**config.mk**
```make
export PLATFORM = sky130hd
export DESIGN_NAME = dsadc_decim_avg_flat
export DESIGN_NICKNAME = d
export VERILOG_FILES = /design/src/rtl/dsadc_decim_avg_if.sv /design/src/rtl/dsadc_decim_avg.sv /design/src/flat_wrapper.sv
export SDC_FILE = /design/constraint.sdc
export NUM_CORES = 1
export LEC_CHECK = 0
export BUFFER_PORTS_ARGS = -buffer_cell sky130_fd_sc_hd__buf_2
export CORE_MARGIN = 10
export CORE_UTILIZATION = 33
export CTS_CLUSTER_SIZE = 8
export DETAILED_ROUTE_END_ITERATION = 12
export PLACE_DENSITY = 0.5
export SYNTH_ARGS = -nofsm -noshare
export SYNTH_HDL_FRONTEND = slang
export SYNTH_SLANG_ARGS = --single-unit
```
**constraint.sdc**
```tcl
create_clock -name clk -period 5.4 [get_ports clk]
set_input_delay 0.27 -clock clk [delete_from_list [all_inputs] [get_ports clk]]
set_output_delay 0.27 -clock clk [all_outputs]
set_load 0.02 [all_outputs]
```
**src/rtl/dsadc_decim_avg_if.sv**
```systemverilog
// Sample-in / window-result-out bundle for the decimating averager.
// The master drives samples, window control and result acceptance; the slave returns the result register.
interface dsadc_decim_avg_if #(
  parameter int WIDTH = 8,
  parameter int LOG2N = 2
);
  logic                           in_valid;
  logic signed [WIDTH-1:0]        in_data;
  logic                           sync;
  logic                           out_valid;
  logic                           out_ready;
  logic signed [WIDTH+LOG2N-1:0]  out_sum;
  logic signed [WIDTH-1:0]        out_data;
  logic                           overrun;
  logic                           clr_overrun;

  modport master (
    output in_valid, in_data, sync, out_ready, clr_overrun,
    input  out_valid, out_sum, out_data, overrun
  );

  modport slave (
    input  in_valid, in_data, sync, out_ready, clr_overrun,
    output out_valid, out_sum, out_data, overrun
  );
endinterface

```
**src/rtl/dsadc_decim_avg.sv**
```systemverilog
// Sums non-overlapping windows of 2^LOG2N signed samples and presents sum and floor-average in a valid/ready
// register; result visible 1 cycle after the Nth sample, no input back-pressure, lost results set sticky overrun.
module dsadc_decim_avg #(
  parameter int WIDTH = 8,
  parameter int LOG2N = 2
) (
  input  logic                  clk,
  input  logic                  rstn,
  dsadc_decim_avg_if.slave      bus
);
  localparam int SW = WIDTH + LOG2N;
  localparam logic [LOG2N-1:0] CNT_LAST = LOG2N'((1 << LOG2N) - 1);

  logic signed [SW-1:0] acc_q, acc_d;
  logic [LOG2N-1:0]     cnt_q, cnt_d;
  logic signed [SW-1:0] out_sum_q, out_sum_d;
  logic                 out_valid_q, out_valid_d;
  logic                 overrun_q, overrun_d;

  logic signed [SW-1:0] sample_ext;
  logic signed [SW-1:0] acc_plus;
  logic                 complete;
  logic                 lost;

  always_comb begin
    sample_ext = {{LOG2N{bus.in_data[WIDTH-1]}}, bus.in_data};
    acc_plus   = acc_q + sample_ext;
    // A sync in the final-sample cycle restarts the window instead of completing it.
    complete   = bus.in_valid && !bus.sync && (cnt_q == CNT_LAST);
    lost       = complete && out_valid_q && !bus.out_ready;

    acc_d       = acc_q;
    cnt_d       = cnt_q;
    out_sum_d   = out_sum_q;
    out_valid_d = out_valid_q;
    overrun_d   = overrun_q;

    if (bus.sync) begin
      acc_d = bus.in_valid ? sample_ext : '0;
      cnt_d = bus.in_valid ? LOG2N'(1) : '0;
    end else if (complete) begin
      acc_d = '0;
      cnt_d = '0;
    end else if (bus.in_valid) begin
      acc_d = acc_plus;
      cnt_d = cnt_q + LOG2N'(1);
    end

    if (complete) begin
      out_sum_d   = acc_plus;
      out_valid_d = 1'b1;
    end else if (out_valid_q && bus.out_ready) begin
      out_valid_d = 1'b0;
    end

    if (lost) begin
      overrun_d = 1'b1;
    end else if (bus.clr_overrun) begin
      overrun_d = 1'b0;
    end
  end

  always_ff @(posedge clk) begin
    if (!rstn) begin
      acc_q       <= '0;
      cnt_q       <= '0;
      out_sum_q   <= '0;
      out_valid_q <= 1'b0;
      overrun_q   <= 1'b0;
    end else begin
      acc_q       <= acc_d;
      cnt_q       <= cnt_d;
      out_sum_q   <= out_sum_d;
      out_valid_q <= out_valid_d;
      overrun_q   <= overrun_d;
    end
  end

  assign bus.out_valid = out_valid_q;
  assign bus.out_sum   = out_sum_q;
  assign bus.out_data  = WIDTH'(out_sum_q >>> LOG2N);
  assign bus.overrun   = overrun_q;
endmodule

```
**src/flat_wrapper.sv**
```systemverilog
// flat-port wrapper written by rule: the top's interface ports become plain ports
module dsadc_decim_avg_flat 
#(
  parameter int WIDTH = 8,
  parameter int LOG2N = 2
)
  (clk, rstn, bus_in_valid, bus_in_data, bus_sync, bus_out_ready, bus_clr_overrun, bus_out_valid, bus_out_sum, bus_out_data, bus_overrun);
  dsadc_decim_avg_if #(.WIDTH(WIDTH), .LOG2N(LOG2N)) bus_i ();
  input  logic clk;
  input  logic rstn;
  input wire logic [$bits(bus_i.in_valid)-1:0] bus_in_valid;
  input wire logic [$bits(bus_i.in_data)-1:0] bus_in_data;
  input wire logic [$bits(bus_i.sync)-1:0] bus_sync;
  input wire logic [$bits(bus_i.out_ready)-1:0] bus_out_ready;
  input wire logic [$bits(bus_i.clr_overrun)-1:0] bus_clr_overrun;
  output wire logic [$bits(bus_i.out_valid)-1:0] bus_out_valid;
  output wire logic [$bits(bus_i.out_sum)-1:0] bus_out_sum;
  output wire logic [$bits(bus_i.out_data)-1:0] bus_out_data;
  output wire logic [$bits(bus_i.overrun)-1:0] bus_overrun;
  assign bus_i.in_valid = bus_in_valid;
  assign bus_i.in_data = bus_in_data;
  assign bus_i.sync = bus_sync;
  assign bus_i.out_ready = bus_out_ready;
  assign bus_i.clr_overrun = bus_clr_overrun;
  assign bus_out_valid = bus_i.out_valid;
  assign bus_out_sum = bus_i.out_sum;
  assign bus_out_data = bus_i.out_data;
  assign bus_overrun = bus_i.overrun;
  dsadc_decim_avg #(.WIDTH(WIDTH), .LOG2N(LOG2N)) u_core (.clk(clk), .rstn(rstn), .bus(bus_i));
endmodule
```
==> flow_summary.json <==
{
  "avgViaCountPerCell": 5.163,
  "final_weighted_congestion_in_routability_driven_placement": 0.7862,
  "longest_individual_stage_delay_on_the_worst_path_ns": 0.48,
  "io_pins": 34,
  "detail-route-antenna-nets": 0,
  "place_worst_setup_slack_ns": 3.281,
  "timing.hold.worst_endpoint": "u_core.acc_q[0]",
  "regToRegSetupSlack_ns": 3.32,
  "drive_above_1_share_pct": 20.48,
  "hpwlAfterDp_microns": 2913,
  "finalWorstSetupSlack_ns": 3.320,
  "cts_buffer_depth": 2,
  "slew_headroom_pct": 62.87,
  "sequential_element_share_of_the_synthesized_area_pct": 30.52,
  "ctsRootBufferMaster": "sky130_fd_sc_hd__clkbuf_8",
  "power_switching_share_pct": 28.08,
  "setup-tns-final_ns": 0,
  "grt_setup_unrepaired": "no",
  "grt_pass1_wl_microns": 6244,
  "layout.cells.most_common": "sky130_fd_sc_hd__buf_2",
  "asyncSetResetFlopFracSynth_pct": 0,
  "first_global_vias": 1306,
  "max-vdd-ir-drop_mv": 0.09590,
  "grt_antenna_before_repair": 0,
  "worstSetupStartpointType": "flop",
  "start_util_pct": 33.77,
  "worst_ep_arrival_time_ns": 2.31,
  "final_max_slew_viol_count": 0,
  "timing.final.crit_period_ns": 2.080,
  "worstPathCellList": "ha_1, inv_1, fa_1, nand2b_2, a21oi_4, a31oi_2, or4_1, nand3_1",
  "fmaxAchievable_ghz": 0.4808,
  "cellPowerDensity_nw_per_um2": 255.1,
  "total_switching_power_mw": 0.1250,
  "grt.overflow.total": 0,
  "synth_xor_area_share_pct": 5.008,
  "min_from": "bus_in_data[0]",
  "cp_num_buf_inv": 1,
  "end_kind": "flop",
  "total_count_of_hold_check_failures_in_the_final_report": 0,
  "combined_area_of_all_synthesized_cells_sq_um": 1574,
  "power.static_leakage_nw": 0.7964,
  "transition_time_of_the_tightest_slew_check_pin_ns": 0.5536,
  "fin_skew_ns": 0.002215,
  "power.share.sequential_pct": 42.3,
  "cts-resized-gates": 0,
  "dieWidth_microns": 89.07,
  "syn_to_final_growth_pct": 10.89,
  "hold_path_class": "input pin to flop",
  "reg2reg_to": "u_core.bus.out_sum[6]",
  "postSynthRegisterBits": 24,
  "share_of_cell_area_taken_by_muxes_after_synthesis_pct": 1.908,
  "core_sq_um": 4661,
  "dieArea_sq_um": 7933,
  "final-instance-count-excl-fill": 264,
  "slowest_stage": "sky130_fd_sc_hd__or4_1",
  "numCtsBuffers": 3,
  "finalSetupViolCount": 0,
  "synth-compound-area-share_pct": 18.84,
  "grt_start_max_net_pins": 19,
  "drc": 0,
  "critPathLaunch": "u_core.acc_q[0]",
  "share_clk_of_total_power_pct": 36.8,
  "finalWirelength_microns": 3770,
  "synth_simple_gate_area_share_pct": 23.93,
  "timing.critical_path.required_ns": 5.63,
  "number_of_buffers_added_to_fix_hold_violations_after_cts": 0,
  "floorplan.rows": 25,
  "dr.first_iter.drc_count": 53,
  "synth.avg_cell_area_sq_um": 8.284,
  "pwr-share-comb_pct": 20.9,
  "cts.clk_slew.worst_paths_ns": 0.09,
  "detailedRoute.firstPassIterationCount": 4,
  "synth.yosys.warnings": 0,
  "synth.distinct_cells": 50,
  "post_synthesis_adder_cell_area_fraction_pct": 9.221,
  "path_class": "flop to flop",
  "syn_inst": 190,
  "combinational_family_with_the_most_area_after_synthesis": "simple AND/OR/NAND/NOR gates",
  "final_min_period_over_clock_period_pct": 38.52,
  "ctsHtreeMaxLevel": 1,
  "all_layer_gr_usage_pct": 9.812,
  "vias": 1363,
  "cts_tree": "built",
  "wire_per_inst_microns": 14.28,
  "hold-path-cell-count": 3,
  "synth-main-ff-cell": "sky130_fd_sc_hd__dfxtp_1",
  "numPortBuffers": 33,
  "post-cts-setup-buffers": 0,
  "r2r-start": "u_core.acc_q[0]",
  "post-place-cells": 260,
  "critical_path_peak_fanout": 3,
  "antenna_cells_inserted": 0,
  "synth.net_count": 215,
  "maxCapViolations": 0,
  "path_delay_family": "simple AND/OR/NAND/NOR gates",
  "layout.nets": 236,
  "cts_num_sinks": 24,
  "dieHeight_microns": 89.07,
  "ff2ff_path_depth": 8,
  "power_report.internal_total_mw": 0.3202,
  "synth_edf_count": 0,
  "worst_skew_pair.late_latency_ns": 0.28,
  "run_status": "complete, no violations",
  "layout_common_cells": "sky130_fd_sc_hd__buf_2, sky130_fd_sc_hd__dfxtp_1, sky130_fd_sc_hd__a21oi_1"
}
[cell usage after synthesis, drive strengths merged, types with 2 or more instances]
master / number / area (sq um)
and3: 4 / 25.02
nor4: 2 / 12.51
and2: 2 / 12.51
a21o: 3 / 22.52
o22ai: 4 / 25.02
inv: 8 / 30.03
nand3b: 2 / 18.77
nor2: 16 / 60.06
nand3: 10 / 50.05
clkbuf: 5 / 30.02
xnor2: 6 / 52.55
or4: 3 / 22.52
a21oi: 20 / 115.1
ha: 10 / 125.1
nand2: 16 / 60.06
xor2: 3 / 26.28
mux2i: 3 / 30.03
a22oi: 2 / 15.01
nand4: 4 / 25.02
o21ai: 6 / 30.03
nor3: 4 / 25.02
nand2b: 4 / 27.53
dfxtp: 24 / 480.5
buf: 11 / 93.84
[layer usage]
layer	global-route usage (%)	part of all wire, %	vias up
li1	-	-	712
met1	13.00	52	620
met2	14.76	41	26
met3	2.279	5.0	5
met4	4.335	1.5	0
met5	0	0	-
[state kept, by name, summed over array words and instances, names as in the netlist]
signal and cells:
u_core.bus.overrun 1, u_core.bus.out_valid 1, u_core.bus.out_sum 10, u_core.cnt_q 2, u_core.acc_q 10
[how the worst max path moves through the flow]
stage               slack [ns]                    end  cells past startpoint
floorplan                 3.42  u_core.bus.out_sum[6]                      8
global placement          3.30  u_core.bus.out_sum[6]                      9
detailed placement        3.28  u_core.bus.out_sum[6]                      9
CTS                       3.30  u_core.bus.out_sum[6]                      8
global route              3.21  u_core.bus.out_sum[6]                      8
finish                    3.32  u_core.bus.out_sum[6]                      8
[stage by stage]
step / instance area (sq um) / total power, mW / utilization (%) / hold WS [ns]
after floorplan: 1574 / 0.2656 / - / 0.4086
after global placement: 1674 / 0.2864 / 35.92 / 0.4434
after detailed placement: 1674 / 0.2848 / 35.92 / 0.4471
after CTS: 1745 / 0.4497 / 37.45 / 0.2336
after global routing: 1745 / 0.4672 / 37.45 / 0.2511
final: 1745 / 0.4452 / 37.45 / 0.2384
[area by class of cell]
class	instances	area [sq um]
flip-flops and latches	24	480.5
fillers	497	2915
clock inverters	1	30.03
clock buffers	3	41.29
well taps	54	67.56
multi-input cells	140	927.1
repair buffers	33	165.2
inverters	9	33.78
[logic make-up after synthesis]
| group | after synthesis |
|---|---|
| multiplexers | 3 |
| buffers and inverters | 26 |
| flip-flops | 24 |
| adder cells (fa/ha/maj) | 11 |
| AND/OR/NAND/NOR | 72 |
| XOR/XNOR | 9 |
| AO/OA/AOI/OAI | 45 |
[worst min-delay path, stage by stage]
cell and delay (ns):
sky130_fd_sc_hd__buf_2 0.09, sky130_fd_sc_hd__a21oi_1 0.06, sky130_fd_sc_hd__nor2_1 0.07
[power by group through the flow]
stage                     logic (mW)  clock network, mW  registers (mW)
after floorplan               0.0739                  0           0.192
after global placement        0.0940                  0           0.192
after detailed placement      0.0924                  0           0.192
after CTS                     0.0932              0.168           0.188
after global routing           0.104              0.174           0.189
final                         0.0930              0.164           0.188
Power figures use the tool's default switching activity.
